===== src/rtl/arb_pkg.sv =====
// Shared helpers for the round-robin arbiter family: tag width and index type.
// Latency: none (types and constant functions only).
// Backpressure: not applicable.
package arb_pkg;

    // Widest source tag any arbiter in this family is expected to carry.
    localparam int MAX_IDW = 8;

    // Generic source-index type for schedulers that do not size their own tag.
    typedef logic [MAX_IDW-1:0] arb_idx_t;

    // Tag width for n requesters; a lone bit is kept even for n <= 2.
    function automatic int id_width(input int n);
        return (n <= 2) ? 1 : $clog2(n);
    endfunction

endpackage


===== src/rtl/rr_arbiter_mux_pick.sv =====
// Round-robin pick: first asserted request at or after ptr, wrapping modulo NUM.
// Latency: purely combinational.
// Backpressure: none; the caller decides whether the grant is used.
module rr_pick
    import arb_pkg::*;
#(
    parameter int NUM = 4,
    parameter int IDW = id_width(NUM)
) (
    input  logic [NUM-1:0] req,
    input  logic [IDW-1:0] ptr,
    output logic [IDW-1:0] gnt_idx,
    output logic           gnt_vld
);

    logic [2*NUM-1:0] req_dbl;
    logic [NUM-1:0]   req_rot;
    int               off;
    int               sum;

    // Rotate a doubled request vector so ptr lands on bit 0, then find the lowest set bit.
    always_comb begin
        req_dbl = {req, req};
        req_rot = NUM'(req_dbl >> ptr);
        gnt_vld = 1'b0;
        off     = 0;
        for (int k = NUM - 1; k >= 0; k--) begin
            if (req_rot[k]) begin
                gnt_vld = 1'b1;
                off     = k;
            end
        end
        // Map the rotated offset back to an absolute index without a modulo operator.
        sum = int'(ptr) + off;
        if (sum >= NUM) begin
            sum = sum - NUM;
        end
        gnt_idx = IDW'(sum);
    end

endmodule


===== src/rtl/rr_arbiter_mux.sv =====
// Round-robin N:1 dti mux; tags each beat with its source index, optional lock to eot.
// Latency: 1 cycle from input transfer to dout_valid; one beat per cycle sustained.
// Backpressure: loads only when the output register is empty or being drained this cycle.
module rr_arbiter_mux
    import arb_pkg::*;
#(
    parameter int NUM  = 4,
    parameter int DIN  = 16,
    parameter bit LOCK = 1'b1,
    localparam int IDW = id_width(NUM)
) (
    input  logic                     clk,
    input  logic                     rst,
    input  logic [NUM-1:0][DIN-1:0]  din_data,
    input  logic [NUM-1:0]           din_valid,
    output logic [NUM-1:0]           din_ready,
    output logic [IDW+DIN-1:0]       dout_data,
    output logic                     dout_valid,
    input  logic                     dout_ready
);

    logic [IDW-1:0]     ptr_q, ptr_d;
    logic [IDW-1:0]     lock_id_q, lock_id_d;
    logic               locked_q, locked_d;
    logic               dout_valid_q, dout_valid_d;
    logic [IDW+DIN-1:0] dout_data_q, dout_data_d;

    logic [IDW-1:0]     pick_idx;
    logic               pick_vld;
    logic [IDW-1:0]     g_idx;
    logic               g_vld;
    logic               ld;
    logic               xfer;
    logic               eot;
    logic [IDW-1:0]     ptr_nxt;

    rr_pick #(
        .NUM (NUM),
        .IDW (IDW)
    ) u_pick (
        .req     (din_valid),
        .ptr     (ptr_q),
        .gnt_idx (pick_idx),
        .gnt_vld (pick_vld)
    );

    // The output slot can take a beat when empty or when its current beat leaves now.
    assign ld   = !dout_valid_q || dout_ready;
    assign xfer = ld && g_vld;
    assign eot  = din_data[g_idx][DIN-1];

    // While locked only the owner may be granted, even if it is momentarily idle.
    always_comb begin
        g_idx = pick_idx;
        g_vld = pick_vld;
        if (LOCK && locked_q) begin
            g_idx = lock_id_q;
            g_vld = din_valid[lock_id_q];
        end
    end

    // One-hot ready toward the granted requester only.
    always_comb begin
        din_ready = '0;
        for (int i = 0; i < NUM; i++) begin
            din_ready[i] = xfer && (g_idx == IDW'(i));
        end
    end

    // Next-state for pointer, lock and output register.
    always_comb begin
        ptr_d        = ptr_q;
        locked_d     = locked_q;
        lock_id_d    = lock_id_q;
        dout_valid_d = dout_valid_q;
        dout_data_d  = dout_data_q;
        ptr_nxt      = (g_idx == IDW'(NUM - 1)) ? '0 : g_idx + IDW'(1);
        if (xfer) begin
            dout_valid_d = 1'b1;
            dout_data_d  = {g_idx, din_data[g_idx]};
            if (LOCK && !eot) begin
                // Mid-transaction: keep the owner, leave the scan origin alone.
                locked_d  = 1'b1;
                lock_id_d = g_idx;
            end else begin
                // Transaction (or single beat) done: next scan starts after the winner.
                locked_d = 1'b0;
                ptr_d    = ptr_nxt;
            end
        end else if (dout_ready) begin
            dout_valid_d = 1'b0;
        end
    end

    // State registers with synchronous reset; an in-flight beat is dropped on reset.
    always_ff @(posedge clk) begin
        if (rst) begin
            ptr_q        <= '0;
            locked_q     <= 1'b0;
            lock_id_q    <= '0;
            dout_valid_q <= 1'b0;
            dout_data_q  <= '0;
        end else begin
            ptr_q        <= ptr_d;
            locked_q     <= locked_d;
            lock_id_q    <= lock_id_d;
            dout_valid_q <= dout_valid_d;
            dout_data_q  <= dout_data_d;
        end
    end

    assign dout_valid = dout_valid_q;
    assign dout_data  = dout_data_q;

endmodule


===== config.mk =====
export PLATFORM = sky130hd
export DESIGN_NAME = rr_arbiter_mux
export DESIGN_NICKNAME = d
export VERILOG_FILES = /design/src/rtl/arb_pkg.sv /design/src/rtl/rr_arbiter_mux_pick.sv /design/src/rtl/rr_arbiter_mux.sv
export SDC_FILE = /design/constraint.sdc
export NUM_CORES = 1
export LEC_CHECK = 0
export ABC_AREA = 1
export ABC_CLOCK_PERIOD_IN_PS = 3200
export CAP_MARGIN = 10
export CELL_PAD_IN_SITES_DETAIL_PLACEMENT = 0
export CELL_PAD_IN_SITES_GLOBAL_PLACEMENT = 1
export CORE_ASPECT_RATIO = 0.7
export CORE_MARGIN = 5
export CORE_UTILIZATION = 26
export DETAILED_ROUTE_END_ITERATION = 10
export PLACE_DENSITY_LB_ADDON = 0.1
export SETUP_SLACK_MARGIN = 0.05
export SKIP_CTS_REPAIR_TIMING = 1
export SLEW_MARGIN = 20
export SYNTH_ARGS = -nofsm -noshare
export SYNTH_HDL_FRONTEND = slang
export SYNTH_SLANG_ARGS = --single-unit

===== constraint.sdc =====
create_clock -name clk -period 3.2 [get_ports clk]
set_input_delay 0.32 -clock clk [delete_from_list [all_inputs] [get_ports clk]]
set_output_delay 0.32 -clock clk [all_outputs]
set_load 0.05 [all_outputs]

==> impl_metrics.csv, run 1 <==
group,metric,value,unit
global_route,track_usage,0.136,
final_layout,fill_cells,804,
logic_synthesis,synth-seq-cells,24,
placed_design,dp_hpwl,4690,um
setup_path,startpoint_type,"input pin",
clock_network,numCtsBuffers,3,
detailed_routing,post_drt_wl_per_cell,12.1,um
setup_path,worst-setup-path-type,"in2out",
detailed_routing,vias,2158,
logic_synthesis,syn_area,1910,um^2
floorplanning,fp.dieH,81.6,um
power_and_ir_drop,vdd_drop_max,0.736,mV
logic_synthesis,yosysTopAreaCell,"nand2_1",
clock_network,cts_max_level,1,
timing,relSlewSlack,0.500,
clock_network,cts_root_buf,"clkbuf_8",
logic_synthesis,syn_inst,314,
final_layout,diodes,0,
timing,finalCriticalPeriod,2.89,ns
timing,hold_violations,0,
global_route,grt_max_degree,38,
clock_network,cts_buffer_depth,2,
timing,setup_tns,0,ns
logic_synthesis,synth.area.top_cells,"nand2_1 27%, dfxtp_1 25%, o21a_1 5.9%",
timing,post-route-period-util,0.902,
clock_network,cts_tree,"built",
placed_design,portBuffers,93,
placed_design,routabilityCongestion,0.790,
final_layout,drive_gt1_frac,0.151,
setup_path,cp.arrival,2.57,ns
floorplanning,core,7220,um^2
placed_design,dp.cells,497,
floorplanning,dieWidth,112,um
floorplanning,initial_core_util,0.264,
global_route,antenna_found_initial,0,
logic_synthesis,synth_largest_type_area_fraction,0.272,
global_route,first_global_vias,2108,
timing,rsz0062_at_grt,"no",
clock_network,clk-insertion-delay-late,0.27,ns
detailed_routing,drt_iter0_markers,137,
clock_network,cts.sinks,24,
detailed_routing,viasPerCell,4.31,
logic_synthesis,yosys_warnings,0,
power_and_ir_drop,power_density,1200,nW/um^2
floorplanning,ioPinCount,94,
timing,timing.fmax,346,MHz
timing,drv_slew,0,
timing,clock_skew,0.0157,ns
placed_design,dpl_worst_slack,0.219,ns
global_route,grt_remaining_overflow,0,
run_status,outcome,"finished, final reports clean",
detailed_routing,dr.pass1.iters,4,
final_layout,nets,477,
timing,setup_viol,0,
hold_path,worstHoldPathType,"reg2reg",
setup_path,end_kind,"primary output",
detailed_routing,drt_wl_total,6040,um
power_and_ir_drop,p_leak,1.44,nW
detailed_routing,ant_nets,0,
detailed_routing,drcViolationCount,0,
logic_synthesis,synthDistinctLibCells,28,
timing,tightestPinTransition,0.749,ns
final_layout,areaGrowthSynthToFinish,58.3,%
clock_network,clkTransAtPathRegs,0.10,ns
final_layout,instances_no_fill,501,
run,max_cap_viol_count,0,
timing,fin_ws,0.312,ns
global_route,grt_pass1_wl,10300,um
logic_synthesis,syn_nets,387,
setup_path,worstPathMaxFanout,5,
final_layout,final_util,0.418,
floorplanning,fp-row-count,26,
setup_path,required,2.88,ns
logic_synthesis,ys_seq_area_frac,0.252,
logic_synthesis,syn_area_per_cell,6.07,um^2
floorplanning,die_area,9170,um^2
layout make-up:
cell class,instances,area (um^2),area share
sequential,24,482,0.160
multi-input combinational,241,1200,0.399
clock inverter,1,30.0,0.00995
clock buffer,3,41.3,0.0137
inverter,35,135,0.0448
tap,98,123,0.0406
timing repair buffer,99,1000,0.333
synth_stat cells, drive strengths merged:
| master | instances |
|---|---|
| nand3 | 23 |
| a21oi | 21 |
| o211ai | 2 |
| nand2 | 143 |
| nor2 | 12 |
| dfxtp | 24 |
| a21boi | 1 |
| clkbuf | 8 |
| xnor2 | 1 |
| ha | 2 |
| o21a | 15 |
| buf | 6 |
| clkinv | 1 |
| inv | 34 |
| or2 | 2 |
| o21ai | 19 |
sequential cells by signal, summed over array words and instances (netlist names):
signal,cells
lock_id_q,2
dout_valid,1
locked_q,1
dout_data,18
ptr_q,2
worst paths after layout:
kind                         startpoint                    endpoint  slack, ns  cells after the start
max                        din_valid[1]                din_ready[3]       0.31                     15
min          dout_data[17]$_SDFFE_PP0P_  dout_data[17]$_SDFFE_PP0P_       0.47                      2
max reg2reg       ptr_q[0]$_SDFFE_PP0P_       ptr_q[1]$_SDFFE_PP0P_       0.66                     15
min reg2reg  dout_data[17]$_SDFFE_PP0P_  dout_data[17]$_SDFFE_PP0P_       0.47                      2
cells by family (layout without fill, tap and decap cells):
logic type,Yosys count,after routing,share of synthesized area
AO/OA/AOI/OAI,58,58,0.217
AND/OR/NAND/NOR,180,180,0.395
adder cells (fa/ha/maj),2,2,0.0131
XOR/XNOR,1,1,0.00460
buffers and inverters,49,138,0.118
flip-flops,24,24,0.252
through the flow:
stage | power [mW] | hold slack [ns] | cell area (um^2)
6_report | 3.63 | 0.474 | 3020
5_1_grt | 4.03 | 0.534 | 3020
4_1_cts | 3.69 | 0.483 | 3010
3_5_place_dp | 3.40 | 0.468 | 2940
3_3_place_gp | 3.41 | 0.460 | 2940
2_1_floorplan | 2.61 | 0.389 | 1910
per-layer routing:
layer	GRT usage	up-vias	share of wire
met1	0.185	927	0.49
met3	0.0501	2	0.080
met2	0.214	67	0.42
met5	0	-	0
met4	0.0144	0	0.0045
li1	-	1162	-
worst max-delay path, cell delays in order:
cell and delay, ns:
clkdlybuf4s50_1 0.45, nand2_1 0.10, nand3_1 0.08, nand2_1 0.11, nand3_1 0.07, a21boi_1 0.20, ha_1 0.20, xnor2_1 0.16
nand3_1 0.13, nand3_2 0.13, nand2_4 0.07, inv_1 0.11, nand2_1 0.08, nor2_1 0.19, buf_12 0.17
report_power, final:
| group | switching [mW] | total (mW) | internal, mW | leakage (nW) |
|---|---|---|---|---|
| clock network | 0.103 | 0.270 | 0.167 | 0.0357 |
| registers | 0.0811 | 0.503 | 0.422 | 0.200 |
| logic | 1.84 | 2.85 | 1.01 | 1.21 |
layout by cell type (no fill, tap or decap), types with 2 or more instances in the layout:
cell type        instances
o211ai_1                 2
clkdlybuf4s50_1         89
ha_1                     2
buf_12                   3
inv_1                   20
or2_2                    2
clkbuf_8                 3
nor2_1                  10
o21ai_2                  9
nand3_2                  2
nand2_1                138
buf_4                    7
o21ai_1                  9
o21a_1                  15
a21oi_2                  9
nand2_2                  4
a21oi_1                 11
inv_2                   13
dfxtp_1                 23
nand3_1                 20
nor2_2                   2
Note: power is estimated with default switching activity, not from simulation.
==> run 2: changes to the inputs <==
--- a/config.mk
+++ b/config.mk
@@ -15,9 +15,9 @@
 export CORE_UTILIZATION = 26
 export DETAILED_ROUTE_END_ITERATION = 10
 export PLACE_DENSITY_LB_ADDON = 0.1
+export REMOVE_ABC_BUFFERS = 1
 export SETUP_SLACK_MARGIN = 0.05
 export SKIP_CTS_REPAIR_TIMING = 1
-export SLEW_MARGIN = 20
 export SYNTH_ARGS = -nofsm -noshare
 export SYNTH_HDL_FRONTEND = slang
 export SYNTH_SLANG_ARGS = --single-unit
==> run 2 against run 1 <==
  * Final cell count up 0.20%
  * Die area stayed put
  * Core utilization up 0.069 points
  * Power shrank 0.42%
  * Combinational power about the same
  * Worst hold slack better by 0.020 ns
  * Via count decreased by 1.9%
  * First-iteration DRC count down 34%
  * Count of clock-buffer cells in the layout is the same
  * Worst setup slack gained 0.018 ns
  * Critical path depth stayed put
  * Design area is 0.17% higher
  * Largest cell class unchanged
  * Largest power group unchanged
  * Highest routed layer unchanged
==> impl_metrics.csv, run 2 (synthesis gave the netlist of run 1 again) <==
group,metric,value,unit
run_status,outcome,"finished, final reports clean",
hold_path,worstHoldPathType,"reg2reg",
global_route,grt_remaining_overflow,0,
global_route,grt_max_degree,34,
detailed_routing,ant_nets,0,
final_layout,diodes,0,
final_layout,final_common_cell,"nand2_1",
setup_path,worst-setup-path-type,"in2out",
setup_path,slowest_stage,"clkdlybuf4s50_1",
timing,timing.fmax,348,MHz
power_and_ir_drop,pwr-share-clk,0.075,
power_and_ir_drop,p_sw_frac,0.556,
clock_network,clk-insertion-delay-late,0.27,ns
setup_path,critPathMaxStageDelay,0.45,ns
detailed_routing,viasPerCell,4.22,
setup_path,cp.arrival,2.55,ns
timing,setup_tns,0,ns
global_route,grt_pass1_wl,10100,um
placed_design,dp_hpwl,4760,um
power_and_ir_drop,p_comb_frac,0.786,
floorplanning,dieWidth,112,um
global_route,track_usage,0.134,
timing,rsz0062_at_grt,"no",
global_route,antenna_found_initial,0,
setup_path,startpoint_type,"input pin",
final_layout,largest_reg_flops,18,
final_layout,areaGrowthSynthToFinish,58.6,%
clock_network,clkTransAtPathRegs,0.09,ns
final_layout,drive_gt1_frac,0.151,
placed_design,routabilityCongestion,0.764,
setup_path,crit_buf_inv,3,
global_route,first_global_vias,2052,
timing,relSlewSlack,0.486,
floorplanning,core,7220,um^2
power_and_ir_drop,power_density,1200,nW/um^2
clock_network,cts_tree,"built",
placed_design,dp.cells,498,
power_and_ir_drop,p_sw,2.01,mW
floorplanning,fp.dieH,81.6,um
final_layout,layout_common_cells,"138 x nand2_1, 89 x clkdlybuf4s50_1, 23 x dfxtp_1",
clock_network,cts_root_buf,"clkbuf_8",
floorplanning,initial_core_util,0.264,
setup_path,r2r_cells,16,
final_layout,nets,478,
final_layout,fill_cells,777,
power_and_ir_drop,finalPower,3.61,mW
setup_path,end_kind,"primary output",
setup_path,required,2.88,ns
detailed_routing,drt_iter0_markers,90,
final_layout,final_util,0.418,
floorplanning,die_area,9170,um^2
final_layout,regArea,482,um^2
detailed_routing,vias,2118,
clock_network,numCtsBuffers,3,
timing,finalCriticalPeriod,2.87,ns
timing,hold_violations,0,
power_and_ir_drop,p_seq_frac,0.138,
detailed_routing,post_drt_wl_per_cell,11.8,um
floorplanning,ioPinCount,94,
timing,clock_skew,0.00533,ns
power_and_ir_drop,p_int,1.60,mW
hold_path,whs_path_depth,2,
final_layout,instances_no_fill,502,
detailed_routing,drcViolationCount,0,
detailed_routing,drt_wl_total,5930,um
detailed_routing,dr.pass1.iters,4,
setup_path,worstPathMaxFanout,5,
power_and_ir_drop,p_leak,1.45,nW
clock_network,cts.sinks,24,
setup_path,critical-path-top-delay-family,"simple AND/OR/NAND/NOR gates",
setup_path,crit_chain,"clkdlybuf4s50_1, nand2_1, nand3_1, nand2_1, nand3_1, a21boi_1, ha_1, xnor2_1, nand3_1, nand3_2, nand2_4, inv_1, nand2_1, nor2_1, buf_12",
placed_design,portBuffers,93,
floorplanning,fp-row-count,26,
clock_network,cts_max_level,1,
setup_path,crit_cells,15,
final_layout,multi_input_area,1200,um^2
power_and_ir_drop,vdd_drop_max,0.647,mV
timing,post-route-period-util,0.897,
timing,drv_slew,0,
run,max_cap_viol_count,0,
timing,setup_viol,0,
timing,tightestPinTransition,0.771,ns
timing,holdWs,0.495,ns
clock_network,cts_buffer_depth,2,
[run 2: worst paths after layout]
| path | start | to | slack, ns |
|---|---|---|---|
| min reg2reg | dout_data[17]$_SDFFE_PP0P_ | dout_data[17]$_SDFFE_PP0P_ | 0.49 |
| max reg2reg | ptr_q[0]$_SDFFE_PP0P_ | ptr_q[0]$_SDFFE_PP0P_ | 0.65 |
| min | dout_data[17]$_SDFFE_PP0P_ | dout_data[17]$_SDFFE_PP0P_ | 0.49 |
| max | din_valid[1] | din_ready[3] | 0.33 |
[run 2: stage by stage]
stage | worst slack, ns | instance area (um^2)
floorplan | 0.278 | 1820
global placement | 0.254 | 2950
detailed placement | 0.202 | 2950
global route | 0.0631 | 3020
CTS | 0.151 | 3020
finish | 0.330 | 3020
[run 2: layout make-up]
| cell class | count | share of cell area |
|---|---|---|
| clock buffer | 3 | 0.0137 |
| inverter | 35 | 0.0447 |
| tap | 98 | 0.0406 |
| timing repair buffer | 100 | 0.335 |
| clock inverter | 1 | 0.00994 |
| sequential | 24 | 0.159 |
| multi-input combinational | 241 | 0.397 |
[run 2: tightest hold or removal path: cells and delay by family, from the launching register on]
kind             cells  cell delay [ns]
AO/OA/AOI/OAI        1             0.05
AND/OR/NAND/NOR      1             0.07
flip-flops           1             0.34
[run 2: routing by layer]
layer	track usage	wire [um]	vias up
met1	0.175	2830	889
met5	0	0	-
li1	-	-	1164
met4	0.0252	33	0
met3	0.0523	531	2
met2	0.213	2530	63
[run 2: power by group through the flow]
stage	sequential (mW)	combinational [mW]	clock (mW)
6_report	0.499	2.84	0.272
5_1_grt	0.516	3.21	0.296
4_1_cts	0.500	2.90	0.285
3_5_place_dp	0.505	2.89	0
3_3_place_gp	0.503	2.90	0
2_1_floorplan	0.796	1.65	0
